### config.mk
export PLATFORM = sky130hd
export DESIGN_NAME = shift_tx_flat
export DESIGN_NICKNAME = d
export VERILOG_FILES = /design/src/rtl/shift_tx_if.sv /design/src/rtl/shift_tx.sv /design/src/flat_wrapper.sv
export SDC_FILE = /design/constraint.sdc
export NUM_CORES = 1
export LEC_CHECK = 0
export ABC_CLOCK_PERIOD_IN_PS = 2900
export CELL_PAD_IN_SITES_DETAIL_PLACEMENT = 1
export CELL_PAD_IN_SITES_GLOBAL_PLACEMENT = 2
export CORE_MARGIN = 2
export CORE_UTILIZATION = 33
export CTS_CLUSTER_DIAMETER = 100
export DETAILED_ROUTE_END_ITERATION = 8
export MAX_ROUTING_LAYER = met4
export PLACE_DENSITY = 0.85
export SLEW_MARGIN = 20
export SYNTH_ARGS = -nofsm -noshare
export SYNTH_HDL_FRONTEND = slang
export SYNTH_SLANG_ARGS = --single-unit
export TNS_END_PERCENT = 50
### constraint.sdc
create_clock -name clk -period 2.9 [get_ports clk]
set_input_delay 0.435 -clock clk [delete_from_list [all_inputs] [get_ports clk]]
set_output_delay 0.435 -clock clk [all_outputs]
set_load 0.05 [all_outputs]
### src/rtl/shift_tx_if.sv
// Handshake and serial-line bundle between a parallel producer and shift_tx.
interface shift_tx_if #(
    parameter int DATA_W = 4
);
    logic [DATA_W-1:0] din;
    logic              din_valid;
    logic              din_ready;
    logic              msb_first;
    logic              sout;
    logic              busy;
    logic              done;

    modport master (
        output din, din_valid, msb_first,
        input  din_ready, sout, busy, done
    );

    modport slave (
        input  din, din_valid, msb_first,
        output din_ready, sout, busy, done
    );
endinterface

### src/rtl/shift_tx.sv
// Parallel-to-serial frame transmitter: start, data, even parity, stop; each bit held CLKS_PER_BIT clocks.
//   state  | meaning
//   IDLE   | line high, ready for a word
//   START  | start bit (low)
//   DATA   | data bits, LSB or MSB first
//   PARITY | even parity of latched word
//   STOP   | stop bit (high); done pulses after it
module shift_tx #(
    parameter int DATA_W       = 4,
    parameter int CLKS_PER_BIT = 4
) (
    input  logic       clk,
    input  logic       reset,
    shift_tx_if.slave  tx
);
    localparam int CW = (CLKS_PER_BIT > 1) ? $clog2(CLKS_PER_BIT) : 1;
    localparam int BW = (DATA_W > 1) ? $clog2(DATA_W) : 1;

    typedef enum logic [2:0] {IDLE, START, DATA, PARITY, STOP} state_t;

    state_t            state, state_nxt;
    logic [CW-1:0]     clk_cnt, clk_nxt;
    logic [BW-1:0]     bit_cnt, bit_nxt;
    logic [DATA_W-1:0] sh, sh_nxt;
    logic              msb_r, msb_nxt;
    logic              par_r, par_nxt;
    logic              sout_r, sout_nxt;
    logic              done_r, done_nxt;
    logic              clk_last, bit_last;

    assign clk_last = (clk_cnt == CW'(CLKS_PER_BIT - 1));
    assign bit_last = (bit_cnt == BW'(DATA_W - 1));

    always_ff @(posedge clk) begin
        if (reset) begin
            state   <= IDLE;
            clk_cnt <= '0;
            bit_cnt <= '0;
            sh      <= '0;
            msb_r   <= 1'b0;
            par_r   <= 1'b0;
            sout_r  <= 1'b1;
            done_r  <= 1'b0;
        end else begin
            state   <= state_nxt;
            clk_cnt <= clk_nxt;
            bit_cnt <= bit_nxt;
            sh      <= sh_nxt;
            msb_r   <= msb_nxt;
            par_r   <= par_nxt;
            sout_r  <= sout_nxt;
            done_r  <= done_nxt;
        end
    end

    always_comb begin
        state_nxt = state;
        clk_nxt   = clk_cnt;
        bit_nxt   = bit_cnt;
        sh_nxt    = sh;
        msb_nxt   = msb_r;
        par_nxt   = par_r;
        done_nxt  = 1'b0;
        sout_nxt  = 1'b1;

        case (state)
            IDLE: begin
                if (tx.din_valid) begin
                    state_nxt = START;
                    clk_nxt   = '0;
                    bit_nxt   = '0;
                    sh_nxt    = tx.din;
                    msb_nxt   = tx.msb_first;
                    par_nxt   = ^tx.din;
                end
            end
            START: begin
                if (clk_last) begin
                    clk_nxt   = '0;
                    state_nxt = DATA;
                end else begin
                    clk_nxt = clk_cnt + 1'b1;
                end
            end
            DATA: begin
                if (clk_last) begin
                    clk_nxt = '0;
                    if (bit_last) begin
                        bit_nxt   = '0;
                        state_nxt = PARITY;
                    end else begin
                        bit_nxt = bit_cnt + 1'b1;
                        sh_nxt  = msb_r ? (sh << 1) : (sh >> 1);
                    end
                end else begin
                    clk_nxt = clk_cnt + 1'b1;
                end
            end
            PARITY: begin
                if (clk_last) begin
                    clk_nxt   = '0;
                    state_nxt = STOP;
                end else begin
                    clk_nxt = clk_cnt + 1'b1;
                end
            end
            STOP: begin
                if (clk_last) begin
                    clk_nxt   = '0;
                    state_nxt = IDLE;
                    done_nxt  = 1'b1;
                end else begin
                    clk_nxt = clk_cnt + 1'b1;
                end
            end
            default: state_nxt = IDLE;
        endcase

        // Line level is computed for the state being entered so sout stays a pure register.
        case (state_nxt)
            START:   sout_nxt = 1'b0;
            DATA:    sout_nxt = msb_nxt ? sh_nxt[DATA_W-1] : sh_nxt[0];
            PARITY:  sout_nxt = par_nxt;
            default: sout_nxt = 1'b1;
        endcase
    end

    assign tx.sout      = sout_r;
    assign tx.done      = done_r;
    assign tx.busy      = (state != IDLE);
    assign tx.din_ready = (state == IDLE);
endmodule

### src/flat_wrapper.sv
// flat-port wrapper written by rule: the top's interface ports become plain ports
module shift_tx_flat 
#(
    parameter int DATA_W       = 4,
    parameter int CLKS_PER_BIT = 4
)
  (clk, reset, tx_din, tx_din_valid, tx_msb_first, tx_din_ready, tx_sout, tx_busy, tx_done);
  shift_tx_if #(.DATA_W(DATA_W)) tx_i ();
  input  logic clk;
  input  logic reset;
  input wire logic [$bits(tx_i.din)-1:0] tx_din;
  input wire logic [$bits(tx_i.din_valid)-1:0] tx_din_valid;
  input wire logic [$bits(tx_i.msb_first)-1:0] tx_msb_first;
  output wire logic [$bits(tx_i.din_ready)-1:0] tx_din_ready;
  output wire logic [$bits(tx_i.sout)-1:0] tx_sout;
  output wire logic [$bits(tx_i.busy)-1:0] tx_busy;
  output wire logic [$bits(tx_i.done)-1:0] tx_done;
  assign tx_i.din = tx_din;
  assign tx_i.din_valid = tx_din_valid;
  assign tx_i.msb_first = tx_msb_first;
  assign tx_din_ready = tx_i.din_ready;
  assign tx_sout = tx_i.sout;
  assign tx_busy = tx_i.busy;
  assign tx_done = tx_i.done;
  shift_tx #(.DATA_W(DATA_W), .CLKS_PER_BIT(CLKS_PER_BIT)) u_core (.clk(clk), .reset(reset), .tx(tx_i));
endmodule
# Word-level counts from Yosys, hierarchy flattened
# Cells that the tools add are included.
word_totals:
  ff_bits: 15
op_classes:
  addsub: 2
  eq_ne: 12
  n_mux: 25
  n_bitwise: 1
  reduce_logical: 10
op_table:
  columns: ["op", "count"]
  rows:
  - ["$mux W3", 6]
  - ["$mux W4", 4]
  - ["$pmux W3 S5", 1]
  - ["$eq A3 B2 Y1 const B", 4]
  - ["$mux W2", 4]
  - ["$pmux W2 S2", 2]
  - ["$pmux W4 S2", 1]
  - ["$eq A3 B1 Y1 const B", 2]
  - ["$mux W1", 6]
  - ["$add A2 B1 Y2 const B", 2]
  - ["$eq A2 B2 Y1 const B", 2]
  - ["$ne A2 B2 Y1 const B", 2]
  - ["$reduce_and A4 Y1", 1]
  - ["$reduce_bool A2 Y1", 2]
  - ["$reduce_or A4 Y1", 1]
  - ["$reduce_xor A4 Y1", 1]
  - ["$eq A3 B3 Y1 const B", 1]
  - ["$logic_not A3 Y1", 1]
  - ["$pmux W1 S3", 1]
  - ["$reduce_and A3 Y1", 1]
  - ["$reduce_bool A3 Y1", 1]
  - ["$ne A2 B1 Y1 const B", 1]
  - ["$reduce_and A2 Y1", 1]
  - ["$reduce_or A2 Y1", 1]
  - ["$not A1 Y1", 1]

# Depth between registers and ports, before layout
logic_depth:
  depth_word: 6
  mapped_depth: 6

# Worst setup path before layout
# OpenSTA, ideal clock, no wires.
synth_path:
  path_kind: "register -> output"
  from: "register u_core.state[2]"
  to: "output port tx_din_ready"
  arrival_ns: 1.543
  setup_slack_ns: 0.922
  path_stages_with_launch: 4
  n_path_buf: 1
  cell_sequence: "dfxtp_1 clkbuf_1 or3_1 inv_1"
synth_between:
  elab_chain_cells: 1
synth_lines:
  columns: ["item", "line_no", "text"]
  rows:
  - ["start, declared", "shift_tx.sv:21", "state_t state, state_nxt;"]
  - ["start signal, assigned", "shift_tx.sv:45", "state <= state_nxt;"]
  - ["$logic_not A3 Y1", "shift_tx.sv:131", "assign tx.din_ready = (state == IDLE);"]
  - ["end, declared", "flat_wrapper.sv:14", "output wire logic [$bits(tx_i.din_ready)-1:0] tx_din_ready;"]
# Every way passes these cells.

# Worst setup path after layout
# Same ends and word-level chain as after synthesis.

==> summary.md <==
| Metric | Value |
|---|---|
| Post-CTS Setup Bufs | `0` |
| Placed cell count | `119` |
| Metal-1 WL | `766 um` |
| Most frequent cells in the layout | `nor2_1, dfxtp_1, clkdlybuf4s50_1` |
| Root Buffer | `clkbuf_4` |
| # hold bufs at CTS | `0` |
| Synth cell types | `28` |
| Fin Hold WS | `~0.52 ns` |
| Synth area leaders | `dfxtp_1, nor2_1, xnor2_1` |
| Met3 Wirelength | `65 um` |
| Final Hold Vio Count | `0` |
| Clk_lat worst skew | `slightly below 0.3 ns` |
| TritonCTS Buffers | `3` |
| Syn nets | `a little over 90` |
| Max VDD drop | `slightly above 0.0003 V` |
| Slowest CP cell | `clkdlybuf4s50_1` |
| Fraction of layout cells with a size suffix above 1 | `about 8.4%` |
| Final-report max-slew violation count | `0` |
| Via density | `approximately 5.2` |
| Setup TNS | `0 ns` |
| Clk sinks | `15` |
| Syn Inst Count | `82` |
| Buf/Inv on CP | `2` |
| Max cap viols | `0` |
| Io pins | `12` |
| Drt initial violations | `2` |
| Worst-path cell chain | `or3_1, inv_1, clkdlybuf4s50_1` |
| PD cells | `approximately 460 nW/um^2` |
| CTS H-tree lvls | `1` |
| Wirelength, routed | `1570 um` |
| Vias | `640` |
| CTS resizes | `0` |
| Global-route wire length before repair | `2820 um` |
| ANT cells | `0` |
| Synth area leader | `dfxtp_1` |
| Setup Skew | `about 0.0064 ns` |
| Largest net degree at the start of global routing | `16` |
| Final net count | `between 100 and 150` |
| Layout area overhead | `21.7%` |
| Placer Congestion | `0.763` |
| Max Freq | `approximately 400 MHz` |
| CP Data Required Time | `approximately 2.5 ns` |
| Fin crit period | `between 2 and 2.5 ns` |
| Cell Area, Placed | `approximately 900 um^2` |
| Worst-margin pin slew | `just under 0.6 ns` |
| Worst EP arrival | `just over 2 ns` |
| Synth Cell Area | `762 um^2` |
| Worst Path Max Fanout | `12` |
| Endpoints failing setup | `0` |
| Crit path launch type | `flip-flop` |
| RSZ-0062 raised after global routing | `false` |
| Worst hold path class | `flip-flop to flip-flop` |
| Initial DRT Pass Iterations | `2` |
| Vias in the first global route | `about 600` |
| Std-Cell Rows | `17` |
| Largest stage delay, worst path | `slightly below 0.8 ns` |
| Slew HR | `around three fifths` |
| Final ANT Viol Nets | `0` |
| Clock-pin slew on the worst setup and hold paths | `0.09 ns` |
| FF+latch count, synth | `15` |
| Synth warn | `0` |
| Fin util | `between 40% and 50%` |
| Final total power | `approximately 430 uW` |
| Fin cells | `123` |
| Initial Util | `34.8%` |
| Sequential element share of the synthesized area | `between 30% and 40%` |
| Commonest non-fill, non-tap cell in the layout | `nor2_1` |
| Leakage | `approximately 0.35 nW` |
| Largest delay contributor family on the critical path | `buffers and inverters` |
| Post-layout instance area | `between 900 and 1000 um^2` |
| Grt ovf | `0` |
| Synth Area per Inst | `9.29 um^2` |
| Met2 Wirelength | `728 um` |
| Worst Setup End Kind | `output pin` |
| Antenna violations before repair | `0` |
| Filler instances | `about 260` |
| Input/output buffers | `11` |
| Area of the multi-input gates | `about 440 um^2` |
| Final worst slack | `about 0.44 ns` |
| Post-synth top area share | `between 30% and 40%` |
| Clock buffer depth | `2` |
| Die width | `roughly 52 um` |
| Dpl hpwl | `~1200 um` |
| Drt drc | `0` |
| Critical path class | `flip-flop to output pin` |
| Status | `complete, no violations` |
| Reg area | `between 300 and 400 um^2` |
| DIE HEIGHT | `~52 um` |
| Die footprint | `between 2000 and 3000 um^2` |
| Wire per inst | `around 13 um` |
| GRT Util Overall | `about 15%` |
| Period utilization | `a little over four fifths` |
| Pre-CTS setup slack | `~0.6 ns` |
| Core box area | `2190 um^2` |
| Highest Signal Layer | `met4` |
| CTS tree | `done` |
-- registers in the layout, indices dropped and copies added (netlist names) --
| signal | flops |
|---|---|
| u_core.msb_r | 1 |
| u_core.tx.sout | 1 |
| u_core.bit_cnt | 2 |
| u_core.clk_cnt | 2 |
| u_core.par_r | 1 |
| u_core.tx.done | 1 |
| u_core.state | 3 |
| u_core.sh | 4 |
-- layer usage --
metal	GRT usage, %	up-vias
met1	17.8	303
met2	22.2	10
li1	-	325
met3	6.03	2
met4	3.95	0
met5	-	-
-- cell type report --
| type | instances | area share, % |
|---|---|---|
| Multi-Input combinational cell | 62 | 47.8 |
| Sequential cell | 15 | 32.4 |
| Timing Repair Buffer | 11 | 11.9 |
| Tap cell | 28 | 3.78 |
| Clock buffer | 3 | 2.43 |
| Inverter | 3 | 1.21 |
| Clock inverter | 1 | 0.540 |
-- kinds of logic (layout without fill, tap and decap cells) --
group,Yosys count,count (layout),synth area share (%)
and+or+nand+nor,32,32,23.3
muxes,5,5,6.73
DFF,15,15,39.4
buffers and inverters,5,18,2.46
AOI/OAI and AO/OA,17,17,17.4
xor gates and xnor gates,5,5,5.75
adders and majority gates,3,3,4.93
-- worst min-delay path: cells and delay by family (launching register included) --
family          cells  cell delay [ns]
flops               1             0.34
simple gates        1             0.08
compound gates      1             0.07
-- power by group --
group	switching (mW)	total (mW)	internal, mW
Combinational	0.0451	0.0849	0.0398
Clock	0.0684	0.120	0.0513
Sequential	0.00909	0.225	0.216
Total	0.123	0.430	0.307
-- cells in the mapped netlist (all sizes together) --
cell type,instances
nor2,17
dfxtp,15
xnor2,5
a22oi,4
mux2i,4
nor2b,4
ha,3
inv,3
nand2,3
a21o,2
a21oi,2
a221oi,2
a32o,2
clkbuf,2
nor3,2
nor4b,2
a2111oi,1
a211oi,1
a2bb2oi,1
a31oi,1
and2,1
and4bb,1
mux2,1
nor3b,1
o32ai,1
or3,1
-- final timing paths --
check | end | cells past startpoint | slack (ns) | startpoint
worst max-delay path | tx_din_ready | 3 | 0.44 | u_core.state[2]$_SDFF_PP0_
worst min-delay path | u_core.bit_cnt[1]$_SDFFE_PP0P_ | 2 | 0.52 | u_core.bit_cnt[1]$_SDFFE_PP0P_
worst max register to register | u_core.tx.sout$_SDFF_PP1_ | 4 | 0.99 | u_core.state[2]$_SDFF_PP0_
worst min register to register | u_core.bit_cnt[1]$_SDFFE_PP0P_ | 2 | 0.52 | u_core.bit_cnt[1]$_SDFFE_PP0P_
No activity file was read; power rests on OpenSTA's default activity.
